### config.mk
export PLATFORM = sky130hd
export DESIGN_NAME = clock_reset_sequencer_flat
export DESIGN_NICKNAME = d
export VERILOG_FILES = /design/src/rtl/clock_reset_sequencer_if.sv /design/src/rtl/clock_reset_sequencer.sv /design/src/flat_wrapper.sv
export SDC_FILE = /design/constraint.sdc
export NUM_CORES = 1
export LEC_CHECK = 0
export CORE_MARGIN = 3
export CORE_UTILIZATION = 65
export DETAILED_ROUTE_END_ITERATION = 10
export PLACE_DENSITY = 0.95
export RECOVER_POWER = 100
export SLEW_MARGIN = 20
export SYNTH_ARGS = -nofsm -noshare
export SYNTH_HDL_FRONTEND = slang
export SYNTH_SLANG_ARGS = --single-unit
### constraint.sdc
create_clock -name clk -period 8.5 [get_ports clk]
set_clock_uncertainty 0.15 [all_clocks]
set_input_delay 1.275 -clock clk [delete_from_list [all_inputs] [get_ports clk]]
set_output_delay 1.275 -clock clk [all_outputs]
set_load 0.03 [all_outputs]
### src/rtl/clock_reset_sequencer_if.sv
// clock_reset_sequencer_if: lock status, divide programming and reset/clock-enable outputs of the sequencer
interface clock_reset_sequencer_if #(
  parameter int NUM_CH = 2,
  parameter int DIV_W = 16
);
  localparam int CH_W = NUM_CH > 1 ? $clog2(NUM_CH) : 1;
  logic locked;
  logic div_we;
  logic [CH_W-1:0] div_ch;
  logic [DIV_W-1:0] div_val;
  logic lock_lost_clr;
  logic sys_reset;
  logic [NUM_CH-1:0] ce;
  logic lock_lost;
  logic [1:0] seq_state;
  modport master (
    output locked, div_we, div_ch, div_val, lock_lost_clr,
    input sys_reset, ce, lock_lost, seq_state
  );
  modport slave (
    input locked, div_we, div_ch, div_val, lock_lost_clr,
    output sys_reset, ce, lock_lost, seq_state
  );
endinterface

### src/rtl/clock_reset_sequencer.sv
// clock_reset_sequencer: lock-qualified system reset plus programmable per-channel clock-enable strobes
module clock_reset_sequencer #(
  parameter int NUM_CH = 2,
  parameter int DIV_W = 16,
  parameter int DIV_INIT = 1,
  parameter int LOCK_CYCLES = 64,
  parameter int RST_HOLD = 16
) (
  input logic clk,
  input logic reset,
  clock_reset_sequencer_if.slave bus
);
  localparam int LW = $clog2(LOCK_CYCLES + 1);
  localparam int HW = $clog2(RST_HOLD + 1);
  typedef enum logic [1:0] {WAIT_LOCK, STABLE, HOLD, RUN} state_t;
  state_t state, state_n;
  logic [LW-1:0] lock_cnt, lock_cnt_n;
  logic [HW-1:0] hold_cnt, hold_cnt_n;
  logic sync1, locked_s, lock_drop, run_hold;
  logic [NUM_CH-1:0] ce;
  assign lock_drop = state == RUN && !locked_s;
  assign run_hold = state == RUN && state_n == RUN;
  assign bus.seq_state = state;
  assign bus.ce = ce;
  // two-flop synchroniser for the asynchronous lock status
  always_ff @(posedge clk or posedge reset)
    if (reset) begin
      sync1 <= 1'b0;
      locked_s <= 1'b0;
    end else begin
      sync1 <= bus.locked;
      locked_s <= sync1;
    end
  // sequencer registers; reset output follows the next state so it changes on the RUN entry/exit edge
  always_ff @(posedge clk or posedge reset)
    if (reset) begin
      state <= WAIT_LOCK;
      lock_cnt <= '0;
      hold_cnt <= '0;
      bus.sys_reset <= 1'b1;
      bus.lock_lost <= 1'b0;
    end else begin
      state <= state_n;
      lock_cnt <= lock_cnt_n;
      hold_cnt <= hold_cnt_n;
      bus.sys_reset <= state_n != RUN;
      bus.lock_lost <= lock_drop | (bus.lock_lost & ~bus.lock_lost_clr);
    end
  // next state: any loss of synchronised lock falls straight back to WAIT_LOCK
  always_comb begin
    state_n = state;
    lock_cnt_n = lock_cnt;
    hold_cnt_n = hold_cnt;
    if (!locked_s) begin
      state_n = WAIT_LOCK;
      lock_cnt_n = '0;
      hold_cnt_n = '0;
    end else
      case (state)
        WAIT_LOCK: begin
          state_n = STABLE;
          lock_cnt_n = LW'(1);
        end
        STABLE: begin
          state_n = lock_cnt == LW'(LOCK_CYCLES) ? HOLD : STABLE;
          lock_cnt_n = lock_cnt == LW'(LOCK_CYCLES) ? lock_cnt : lock_cnt + LW'(1);
          hold_cnt_n = '0;
        end
        HOLD: begin
          hold_cnt_n = hold_cnt + HW'(1);
          state_n = hold_cnt + HW'(1) == HW'(RST_HOLD) ? RUN : HOLD;
        end
        default: state_n = RUN;
      endcase
  end
  genvar i;
  generate
    for (i = 0; i < NUM_CH; i++) begin : g_ch
      logic [DIV_W-1:0] div_reg, cnt, last;
      logic wr;
      assign wr = bus.div_we && int'(bus.div_ch) == i;
      assign last = div_reg == '0 ? '0 : div_reg - DIV_W'(1);
      assign ce[i] = state == RUN && cnt == last;
      // divide register and phase counter; the counter only runs while staying in RUN
      always_ff @(posedge clk or posedge reset)
        if (reset) begin
          div_reg <= DIV_W'(DIV_INIT);
          cnt <= '0;
        end else begin
          if (wr) div_reg <= bus.div_val;
          cnt <= (wr || !run_hold || cnt == last) ? '0 : cnt + DIV_W'(1);
        end
    end
  endgenerate
endmodule
### src/flat_wrapper.sv
// flat-port wrapper written by rule: the top's interface ports become plain ports
module clock_reset_sequencer_flat 
#(
  parameter int NUM_CH = 2,
  parameter int DIV_W = 16,
  parameter int DIV_INIT = 1,
  parameter int LOCK_CYCLES = 64,
  parameter int RST_HOLD = 16
)
  (clk, reset, bus_locked, bus_div_we, bus_div_ch, bus_div_val, bus_lock_lost_clr, bus_sys_reset, bus_ce, bus_lock_lost, bus_seq_state);
  clock_reset_sequencer_if #(.NUM_CH(NUM_CH), .DIV_W(DIV_W)) bus_i ();
  input logic clk;
  input logic reset;
  input wire logic [$bits(bus_i.locked)-1:0] bus_locked;
  input wire logic [$bits(bus_i.div_we)-1:0] bus_div_we;
  input wire logic [$bits(bus_i.div_ch)-1:0] bus_div_ch;
  input wire logic [$bits(bus_i.div_val)-1:0] bus_div_val;
  input wire logic [$bits(bus_i.lock_lost_clr)-1:0] bus_lock_lost_clr;
  output wire logic [$bits(bus_i.sys_reset)-1:0] bus_sys_reset;
  output wire logic [$bits(bus_i.ce)-1:0] bus_ce;
  output wire logic [$bits(bus_i.lock_lost)-1:0] bus_lock_lost;
  output wire logic [$bits(bus_i.seq_state)-1:0] bus_seq_state;
  assign bus_i.locked = bus_locked;
  assign bus_i.div_we = bus_div_we;
  assign bus_i.div_ch = bus_div_ch;
  assign bus_i.div_val = bus_div_val;
  assign bus_i.lock_lost_clr = bus_lock_lost_clr;
  assign bus_sys_reset = bus_i.sys_reset;
  assign bus_ce = bus_i.ce;
  assign bus_lock_lost = bus_i.lock_lost;
  assign bus_seq_state = bus_i.seq_state;
  clock_reset_sequencer #(.NUM_CH(NUM_CH), .DIV_W(DIV_W), .DIV_INIT(DIV_INIT), .LOCK_CYCLES(LOCK_CYCLES), .RST_HOLD(RST_HOLD)) u_core (.clk(clk), .reset(reset), .bus(bus_i));
endmodule
# Word level (Yosys, flattened, before mapping)
# Index checks and enable logic that the tools add are counted.
dict set report word_totals {
  register_bits 82
  out_inout_bits 6
  elab_cells 62
  in_bits 22
}
dict set report classes {
  n_bitwise 4
  addsub 6
  mux 13
  n_eq_ne 12
  n_reduce_logical 16
}
# operator count
set op_table {}
lappend op_table {{two-way mux 16 bit} 4}
lappend op_table {{adder 16 x 1 -> 16 bit, second input constant} 2}
lappend op_table {{== test 16 bit} 2}
lappend op_table {{zero test 16 bit} 2}
lappend op_table {{subtractor 16 x 1 -> 16 bit, second input constant} 2}
lappend op_table {{two-way mux 7 bit} 2}
lappend op_table {{one-hot mux 7 bit (2 select lines)} 1}
lappend op_table {{one-hot mux 5 bit (2 select lines)} 1}
lappend op_table {{inequality test 3 bit, second input constant} 3}
lappend op_table {{adder 7 x 1 -> 7 bit, second input constant} 1}
lappend op_table {{== test 7 bit, second input constant} 1}
lappend op_table {{== test 2 bit, second input constant} 3}
lappend op_table {{logical AND 1 bit} 6}
lappend op_table {{one-hot mux 2 bit (3 select lines)} 1}
lappend op_table {{adder 5 x 1 -> 5 bit, second input constant} 1}
lappend op_table {{== test 5 bit, second input constant} 1}
lappend op_table {{two-way mux 5 bit} 1}
lappend op_table {{logical OR 1 bit} 4}
lappend op_table {{two-way mux 2 bit} 2}
lappend op_table {{== test 2 x 1 -> 1 bit, second input constant} 1}
lappend op_table {{zero test 1 bit} 2}
lappend op_table {{zero test 2 bit} 1}
lappend op_table {{inequality test 2 bit, second input constant} 1}
lappend op_table {{NOT 1 bit} 2}
lappend op_table {{other kinds (4)} 4}

# Logic depth before layout (Yosys ltp)
# Gate-level depths: netlist of run 1.
dict set report logic_depth {
  ltp_word 11
  mapped_depth 13
  mapped_depth_nobuf 10
}

# Worst setup path before layout of run 1
# OpenSTA, ideal clock, no wires.
dict set report synth_timing {
  path_type {register to output}
  startpoint {reg u_core.g_ch[0].div_reg[3]}
  endpoint {out bus_ce[0]}
  t_required_ns 7.075
  n_path_buf 1
  stages_incl_launch_ff 10
  slack_ns 3.701
  arrival_time_ns 3.374
  cell_sequence {dfrtp_1 buf_6 or4_1 or4_4 nor4b_1 mux2_2 a211oi_2 nand3_1 nor3_1 nor3b_1}
}
dict set report synth_via {
  elab_chain_len 4
  word_cells_on_any_way 5
  cone_classes {add/sub (1); eq/ne (1); mux (1); reduce/logical (2)}
}
# element line_no
set synth_rtl {}
lappend synth_rtl {{start, declared} clock_reset_sequencer.sv:79} ;# logic [DIV_W-1:0] div_reg, cnt, last;
lappend synth_rtl {{start signal, assigned} clock_reset_sequencer.sv:87} ;# div_reg <= DIV_W'(DIV_INIT);
lappend synth_rtl {{start signal, assigned} clock_reset_sequencer.sv:90} ;# if (wr) div_reg <= bus.div_val;
lappend synth_rtl {{subtractor 16 x 1 -> 16 bit or zero test 16 bit (tied branches)} clock_reset_sequencer.sv:82} ;# assign last = div_reg == '0 ? '0 : div_reg - DIV_W'(1);
lappend synth_rtl {{two-way mux 16 bit (*)} clock_reset_sequencer.sv:82}
lappend synth_rtl {{== test 16 bit (*)} clock_reset_sequencer.sv:83} ;# assign ce[i] = state == RUN && cnt == last;
lappend synth_rtl {{logical AND 1 bit (*)} clock_reset_sequencer.sv:83}
lappend synth_rtl {{end, declared} flat_wrapper.sv:20} ;# output wire logic [$bits(bus_i.ce)-1:0] bus_ce;
# Every way passes the cells marked *; elsewhere a longest branch is shown, timed or not.

# Worst setup path in the final report of run 1
dict set report layout_timing {
  startpoint {reg u_core.g_ch[0].div_reg[2]}
  endpoint {out bus_ce[0]}
}
# The elaborated chain is that of the path after synthesis.

==> flow_summary.json, run 1 <==
{
  "finalHoldViolCount": 0,
  "setup_tns_ns": 0,
  "cts_buffers": 9,
  "cts_tree": "built",
  "path_class": "flop to primary output",
  "r2r-end": "u_core.g_ch[0].cnt[3]",
  "ys_top_cells_by_area": "dfrtp_1 37%, mux2_2 7.0%, xor2_1 5.6%",
  "hp-class": "flop to flop",
  "relSlewSlack_pct": -184,
  "antenna_found_initial": 0,
  "clk_path_buf_depth": 2,
  "fmax_mhz": 172,
  "cp_slowest_cell": "dlygate4sd3_1",
  "synth_cell_type_count": 63,
  "fillCellCount": 521,
  "ys_async_sr_fraction_pct": 100,
  "synth-seq-area-share_pct": 38.7,
  "ff2ff_path_depth": 8,
  "postSynthCellCount": 581,
  "drtIter0Drc": 526,
  "critPathMaxFanout": 11,
  "ys_ff_latch": 82,
  "required_ns": 7.07,
  "crit_start": "u_core.g_ch[0].div_reg[2]",
  "die_w_um": 96.4,
  "yosys.area.top_type": "dfrtp_1",
  "outcome": "complete, but fails checks",
  "yosysWarningCount": 0,
  "setup_viol": 0,
  "globalplace.congestion": 0.901,
  "whs_path_depth": 0,
  "postCtsResizedCells": 0,
  "initial_core_util_pct": 68.0,
  "crit_chain": "or4_1 -> or4_1 -> nor4b_1 -> mux2_2 -> a211oi_1 -> nand3_1 -> nor3_1 -> nor3b_1 -> dlygate4sd3_1",
  "end_kind": "primary output",
  "post_cts_buffers": 0,
  "grt_pass1_wl_um": 20100,
  "whs_ns": 0.209,
  "insertion_delay_ns": 0.36,
  "boundaryPins": 28,
  "ir_worst_vdd_mv": 0.0975,
  "post_dp_cell_area_sq_mm": 0.00557,
  "totalPowerFinal_mw": 0.977,
  "p_per_area_mw_per_mm2": 169,
  "area_growth_pct": 8.84,
  "wl_um": 12100,
  "layout_commonest_cell": "dfrtp_1",
  "tightest_slew_ns": 4.25,
  "synth_ff_type": "dfrtp_1",
  "p_leak_nw": 2.29,
  "grt_pass1_vias": 4189,
  "nets": 620,
  "syn-cell-area_sq_mm": 0.00531,
  "rsz0062_at_grt": "false",
  "final_max_slew_viol_count": 100,
  "cts-htree-levels": 3,
  "cp-start-kind": "flop",
  "viasPerCell": 6.46,
  "synth_nets": 615,
  "die_area_sq_mm": 0.00929,
  "regToRegSetupSlack_ns": 3.40,
  "via_count": 4479,
  "min_delay_worst_endpoint": "u_core.locked_s",
  "drc": 0,
  "final_cell_mix": "79 x dfrtp_1, 45 x nor2_1, 43 x nand2_1",
  "path_clk_slew_ns": 0.08,
  "design_area_sq_mm": 0.00578,
  "layout-drive-gt1-share_pct": 10.7,
  "cts-root-buf": "clkbuf_8",
  "cp_common_cell": "or4_1",
  "dr.pass1.iters": 5,
  "synthDominantCellAreaShare_pct": 37.2,
  "stdcell_count": 693,
  "cts_sinks": 82,
  "holdBufCountCts": 0,
  "final_antenna_net_count": 0,
  "syn_area_per_cell_sq_um": 9.14,
  "fin_crit_ns": 5.83,
  "fin_crit_sh_pct": 68.5,
  "die_h_um": 96.4,
  "maxCapViolations": 2,
  "wire_per_inst_um": 17.5,
  "grt_start_max_net_pins": 83,
  "hp-start": "u_core.sync1",
  "dp_hpwl_um": 8590,
  "cp.arrival_ns": 4.40,
  "violations": "max-capacitance violations, max-slew violations",
  "slowest_delay_ns": 0.79,
  "antennaDiodeCount": 0,
  "coreArea_sq_mm": 0.00781,
  "grt_overflow": 0,
  "grt_usage_pct": 27.8,
  "regToRegStartpoint": "u_core.g_ch[0].div_reg[2]",
  "port_buffers": 27,
  "synth_edf_count": 0,
  "dp.cells": 677,
  "rows": 32
}
-- Yosys cell counts (4+ instances only) --
cell type and instances:
nand2b_1 8, dfrtp_1 79, nand4b_1 4, nand3_1 37, xor2_1 34, xnor2_1 27, a21oi_1 13, nor3b_1 6
o21ai_0 24, nand2_1 43, mux2i_1 5, o22ai_1 4, nor3_1 32, ha_1 12, nor4b_1 5, nand4_1 9
nor4_1 8, nor2b_1 6, clkbuf_1 25, buf_2 6, or2_2 4, nor2_1 45, a31oi_1 8, mux2_2 33
and2_1 7, inv_1 23, and3_1 15
-- logic make-up after synthesis --
family	count (synthesis)	synth area share [%]
flip-flops	82	38.7
buffers and inverters	57	4.45
AND/OR/NAND/NOR	247	25.1
adder cells (fa/ha/maj)	12	2.83
multiplexers	38	7.94
XOR/XNOR	61	10.1
AO/OA/AOI/OAI	84	10.9
-- per-layer routing --
metal / share of wire [%] / global-route usage, % / up-vias
met5: 0 / 0 / -
met4: 2.3 / 8.88 / 0
met3: 8.4 / 6.04 / 37
met2: 47 / 43.9 / 218
met1: 42 / 38.4 / 2140
li1: - / - / 2084
-- stage by stage --
step	worst slack, ns	utilization, %
floorplan	3.70	-
global placement	3.36	71.3
detailed placement	3.24	71.3
CTS	2.82	74.4
global route	2.03	74.0
finish	2.67	74.0
-- worst max path at each step --
stage | depth (start not counted) | to | slack (ns)
finish | 9 | bus_ce[0] | 2.67
global route | 3 | u_core.g_ch[1].div_reg[4] | 2.03
CTS | 9 | bus_ce[0] | 2.82
detailed placement | 9 | bus_ce[0] | 3.24
global placement | 9 | bus_ce[0] | 3.36
floorplan | 9 | bus_ce[0] | 3.70
-- critical path: cells and delay by family, from the launching register on --
family                 cells  cell delay, ns
AND/OR/NAND/NOR            6            2.02
buffers and inverters      1            0.79
flip-flops                 1            0.52
multiplexers               1            0.38
AO/OA/AOI/OAI              1            0.33
-- cell type report --
type / count / area (sq um) / area share, %
clock buffer: 12 / 145 / 2.51
clock inverter: 4 / 98.8 / 1.71
inverter: 23 / 87.6 / 1.52
multi-input combinational: 442 / 2990 / 51.7
sequential: 82 / 2060 / 35.6
tap: 102 / 128 / 2.21
timing repair buffer: 28 / 274 / 4.74
-- where the power goes --
group	switching [mW]	internal, mW	leakage (nW)
sequential	0.0497	0.415	1.06
clock	0.141	0.204	0.121
combinational	0.0879	0.0800	1.11
total	0.278	0.699	2.29
Note: power is estimated with default switching activity, not from simulation.
==> inputs of run 2 (changes only) <==
- CORE_UTILIZATION: 65 -> 55
- PLACE_DENSITY: 0.95 -> 0.87
- clock period: 8.5 -> 5.35 ns (I/O delays scaled with it)
==> run 2 against run 1 <==
Against the previous run:
- the flow still finishes with violations (max-capacitance violations, max-slew violations)
- total power rose by 49%
- register-to-register slack worse by 2.2 ns
- combinational power grew 56%
- utilization shrank 12 points
- routed wire length fell by 4.0%
- sequential cell count did not move
- clock-buffer cell count fell by 2
- worst hold slack improved by 0.017 ns
==> flow_summary.json, run 2 (synthesized netlist as in run 1, its figures left out) <==
{
  "end_kind": "primary output",
  "clk_path_buf_depth": 2,
  "post_cts_buffers": 0,
  "postCtsResizedCells": 0,
  "cp.arrival_ns": 4.14,
  "drtIter0Drc": 399,
  "grt_usage_pct": 22.5,
  "coreArea_sq_mm": 0.00933,
  "layout-drive-gt1-share_pct": 11.5,
  "area_growth_pct": 9.00,
  "path_clk_slew_ns": 0.09,
  "initial_core_util_pct": 56.9,
  "hp-class": "flop to flop",
  "antennaDiodeCount": 0,
  "drc": 0,
  "relSlewSlack_pct": -74.2,
  "required_ns": 4.40,
  "final_antenna_net_count": 0,
  "totalPowerFinal_mw": 1.45,
  "path_class": "flop to primary output",
  "die_w_um": 104,
  "ff2ff_path_depth": 8,
  "cts_sinks": 82,
  "setup_tns_ns": 0,
  "viasPerCell": 6.06,
  "holdBufCountCts": 0,
  "regToRegSetupSlack_ns": 1.22,
  "p_leak_nw": 2.27,
  "endpoint": "bus_ce[0]",
  "cp-start-kind": "flop",
  "finalHoldViolCount": 0,
  "outcome": "complete, but fails checks",
  "fmax_mhz": 196,
  "crit_start": "u_core.g_ch[0].div_reg[2]",
  "layout_commonest_cell": "dfrtp_1",
  "regToRegStartpoint": "u_core.g_ch[0].div_reg[2]",
  "cts_buffers": 9,
  "fin_crit_ns": 5.09,
  "r2r-end": "u_core.g_ch[0].cnt[10]",
  "dr.pass1.iters": 5,
  "setup_viol": 0,
  "grt_pass1_vias": 4237,
  "grt_start_max_net_pins": 60,
  "fillCellCount": 758,
  "p_per_area_mw_per_mm2": 251,
  "antenna_found_initial": 0,
  "seqCellArea_sq_mm": 0.00206,
  "die_h_um": 104,
  "nets": 621,
  "ir_worst_vdd_mv": 0.150,
  "rsz0062_at_grt": "false",
  "tightest_slew_ns": 2.60,
  "boundaryPins": 28,
  "grt_overflow": 0,
  "dp_hpwl_um": 8470,
  "cts-htree-levels": 3,
  "critPathMaxFanout": 11,
  "multi_input_area_sq_mm": 0.00301,
  "rows": 35,
  "violations": "max-capacitance violations, max-slew violations",
  "grt_pass1_wl_um": 20300,
  "fin_crit_sh_pct": 95.2,
  "final_cell_mix": "79 x dfrtp_1, 45 x nor2_1, 43 x nand2_1",
  "cts_tree": "built",
  "wire_per_inst_um": 16.1,
  "insertion_delay_ns": 0.36,
  "globalplace.congestion": 0.912,
  "port_buffers": 27,
  "cts-root-buf": "clkbuf_8",
  "die_area_sq_mm": 0.0109,
  "wl_um": 11600,
  "via_count": 4371,
  "maxCapViolations": 1,
  "final_max_slew_viol_count": 60
}
==> run 2: cell types whose count changed in the layout (fill, tap and decap cells not counted), moves of 2 or more <==
| cell | change |
|---|---|
| dlygate4sd3_1 | -2 |
| clkinvlp_4 | +2 |
| bufinv_16 | -2 |
| clkdlybuf4s50_1 | +2 |
==> run 2: area by class of cell <==
type	count	area share, %
multi-input cells	442	51.9
flip-flops and latches	82	35.5
repair buffers	29	4.86
well taps	129	2.79
clock buffers	10	2.21
inverters	23	1.51
clock inverters	6	1.17
==> run 2: power by group <==
| group | switching, mW | total, mW | internal (mW) |
|---|---|---|---|
| Combinational | 0.134 | 0.262 | 0.128 |
| Sequential | 0.0766 | 0.736 | 0.659 |
| Clock | 0.239 | 0.456 | 0.217 |
==> run 2: worst min-delay path by stage <==
stage	cells past startpoint	endpoint	slack (ns)	start
after floorplan	0	u_core.locked_s	0.18	u_core.sync1
after global placement	0	u_core.locked_s	0.19	u_core.sync1
after detailed placement	0	u_core.locked_s	0.19	u_core.sync1
after CTS	0	u_core.locked_s	0.23	u_core.sync1
after global routing	0	u_core.locked_s	0.23	u_core.sync1
final	0	u_core.locked_s	0.23	u_core.sync1
==> run 2: critical path: stages (launching register included) <==
cell	delay (ns)
dfrtp_1	0.52
or4_1	0.58
or4_4	0.45
nor4b_1	0.33
mux2_2	0.39
a211oi_2	0.26
nand3_1	0.11
nor3_1	0.21
nor3b_1	0.23
clkdlybuf4s50_1	0.70
==> run 2: per-stage QoR <==
step / util (%) / cell area (sq um) / hold WS, ns / setup slack (ns) / std cells
after floorplan: - / 5310 / 0.181 / 1.02 / 581
after global placement: 60.1 / 5610 / 0.190 / 0.727 / 705
after detailed placement: 60.1 / 5610 / 0.193 / 0.654 / 705
after CTS: 62.2 / 5800 / 0.229 / 0.242 / 721
after global routing: 62.0 / 5790 / 0.233 / 0.0508 / 721
final: 62.0 / 5790 / 0.226 / 0.259 / 721
==> run 2: per-layer routing <==
metal | up-vias | track usage, % | routed length, um
met5 | - | 0 | 0
met4 | 0 | 6.84 | 174
met3 | 18 | 5.52 | 650
met2 | 127 | 35.3 | 5510
met1 | 2152 | 30.9 | 5280
li1 | 2074 | - | -
==> inputs of run 3 (changes only) <==
- HOLD_SLACK_MARGIN: not set -> 0.15
- PLACE_DENSITY: 0.87 -> not set
- PLACE_DENSITY_LB_ADDON: not set -> 0.2
- SKIP_CTS_REPAIR_TIMING: not set -> 1
==> run 3 against run 2 <==
Against the previous run:
- the flow still finishes with violations (max-capacitance violations, max-slew violations)
- utilization fell by 0.15 points
- clock-buffer cell count rose by 3
- worst hold slack got worse by 0.019 ns
- register-to-register slack got worse by 0.13 ns
- sequential cell count did not move
- total power fell by 1.6%
- clock power fell by 4.6%
- die area did not move
- highest routed layer unchanged
==> flow_summary.json, run 3 (synthesized netlist as in run 1, its figures left out) <==
{
  "outcome": "complete, but fails checks",
  "violations": "max-capacitance violations, max-slew violations",
  "antennaDiodeCount": 0,
  "end_kind": "primary output",
  "setup_viol": 0,
  "rsz0062_at_grt": "false",
  "final_antenna_net_count": 0,
  "grt_overflow": 0,
  "cp-start-kind": "flop",
  "cts_tree": "built",
  "finalHoldViolCount": 0,
  "path_class": "flop to primary output",
  "multi_input_area_sq_mm": 0.00301,
  "slowest_delay_ns": 0.72,
  "port_buffers": 27,
  "design_area_sq_mm": 0.00577,
  "required_ns": 4.40,
  "drc": 0,
  "fin_crit_ns": 5.10,
  "wl_um": 11700,
  "cts-root-buf": "clkbuf_8",
  "p_per_area_mw_per_mm2": 248,
  "ir_worst_vdd_mv": 0.148,
  "cp_num_cells": 9,
  "viasPerCell": 5.88,
  "grt_start_max_net_pins": 49,
  "area_growth_pct": 8.74,
  "via_count": 4242,
  "endpoint": "bus_ce[0]",
  "crit_buf_inv": 1,
  "post_dp_cell_area_sq_mm": 0.00561,
  "coreArea_sq_mm": 0.00933,
  "antenna_found_initial": 0,
  "dp.cells": 705,
  "dp_slack_ns": 0.672,
  "regToRegSetupSlack_ns": 1.09,
  "globalplace.congestion": 0.885,
  "fmax_mhz": 196,
  "crit_chain": "or4_1 -> or4_4 -> nor4b_1 -> mux2_2 -> a211oi_2 -> nand3_1 -> nor3_1 -> nor3b_1 -> clkdlybuf4s50_1",
  "ff2ff_path_depth": 8,
  "path_clk_slew_ns": 0.09,
  "die_w_um": 104,
  "rows": 35,
  "layout-drive-gt1-share_pct": 11.0,
  "clk_path_buf_depth": 2,
  "cts_buffers": 9,
  "critPathMaxFanout": 9,
  "drtIter0Drc": 284,
  "fin_crit_sh_pct": 95.4,
  "hp-class": "flop to flop",
  "maxCapViolations": 2,
  "wire_per_inst_um": 16.2,
  "fin_ws_ns": 0.245,
  "dp_hpwl_um": 8620,
  "stdcell_count": 721,
  "die_area_sq_mm": 0.0109,
  "cts_sinks": 82,
  "grt_pass1_vias": 4125,
  "crit_start": "u_core.g_ch[0].div_reg[3]",
  "cts-htree-levels": 3,
  "final_max_slew_viol_count": 85,
  "grt_pass1_wl_um": 20100,
  "tightest_slew_ns": 2.13,
  "cp_top_family": "simple AND/OR/NAND/NOR gates",
  "die_h_um": 104,
  "regToRegStartpoint": "u_core.g_ch[0].div_reg[3]",
  "dr.pass1.iters": 5,
  "grt_usage_pct": 22.4,
  "p_leak_nw": 2.27,
  "layout_commonest_cell": "dfrtp_1",
  "insertion_delay_ns": 0.36,
  "relSlewSlack_pct": -43.0,
  "final_cell_mix": "79 x dfrtp_1, 45 x nor2_1, 43 x nand2_1",
  "seqCellArea_sq_mm": 0.00206,
  "initial_core_util_pct": 56.9,
  "boundaryPins": 28,
  "nets": 621,
  "r2r-end": "u_core.g_ch[0].cnt[12]",
  "cp.arrival_ns": 4.15,
  "setup_tns_ns": 0,
  "cp_slowest_cell": "clkdlybuf4s50_1",
  "fillCellCount": 796
}
[run 3: area by class of cell]
cell class                      count  share of cell area, %
Clock buffer                       13                   2.41
Sequential cell                    82                   35.6
Timing Repair Buffer               29                   4.88
Multi-Input combinational cell    442                   52.1
Inverter                           23                   1.52
Tap cell                          129                   2.80
Clock inverter                      3                  0.737
[run 3: power by group]
part	internal, mW	switching (mW)	total [mW]
Sequential	0.659	0.0768	0.736
Clock	0.216	0.219	0.435
Combinational	0.127	0.132	0.259
Total	1.00	0.428	1.43
[run 3: stage by stage]
step / util (%) / hold slack, ns / total power, mW
2_1_floorplan: - / 0.181 / 0.936
5_1_grt: 61.9 / 0.213 / 1.51
3_5_place_dp: 60.1 / 0.190 / 1.01
6_report: 61.9 / 0.207 / 1.43
3_3_place_gp: 60.1 / 0.184 / 0.993
4_1_cts: 62.1 / 0.210 / 1.44
[run 3: worst min-delay path by stage]
stage | from | endpoint | depth (start not counted)
2_1_floorplan | u_core.sync1 | u_core.locked_s | 0
3_3_place_gp | u_core.sync1 | u_core.locked_s | 0
3_5_place_dp | u_core.sync1 | u_core.locked_s | 0
4_1_cts | u_core.sync1 | u_core.locked_s | 0
5_1_grt | u_core.sync1 | u_core.locked_s | 0
6_report | u_core.sync1 | u_core.locked_s | 0
[run 3: metal layers]
metal / vias up / track usage (%) / share of wire (%)
li1: 2069 / - / -
met1: 2074 / 31.7 / 49
met2: 90 / 35.1 / 45
met3: 9 / 5.03 / 4.4
met4: 0 / 5.70 / 1.0
met5: - / 0 / 0
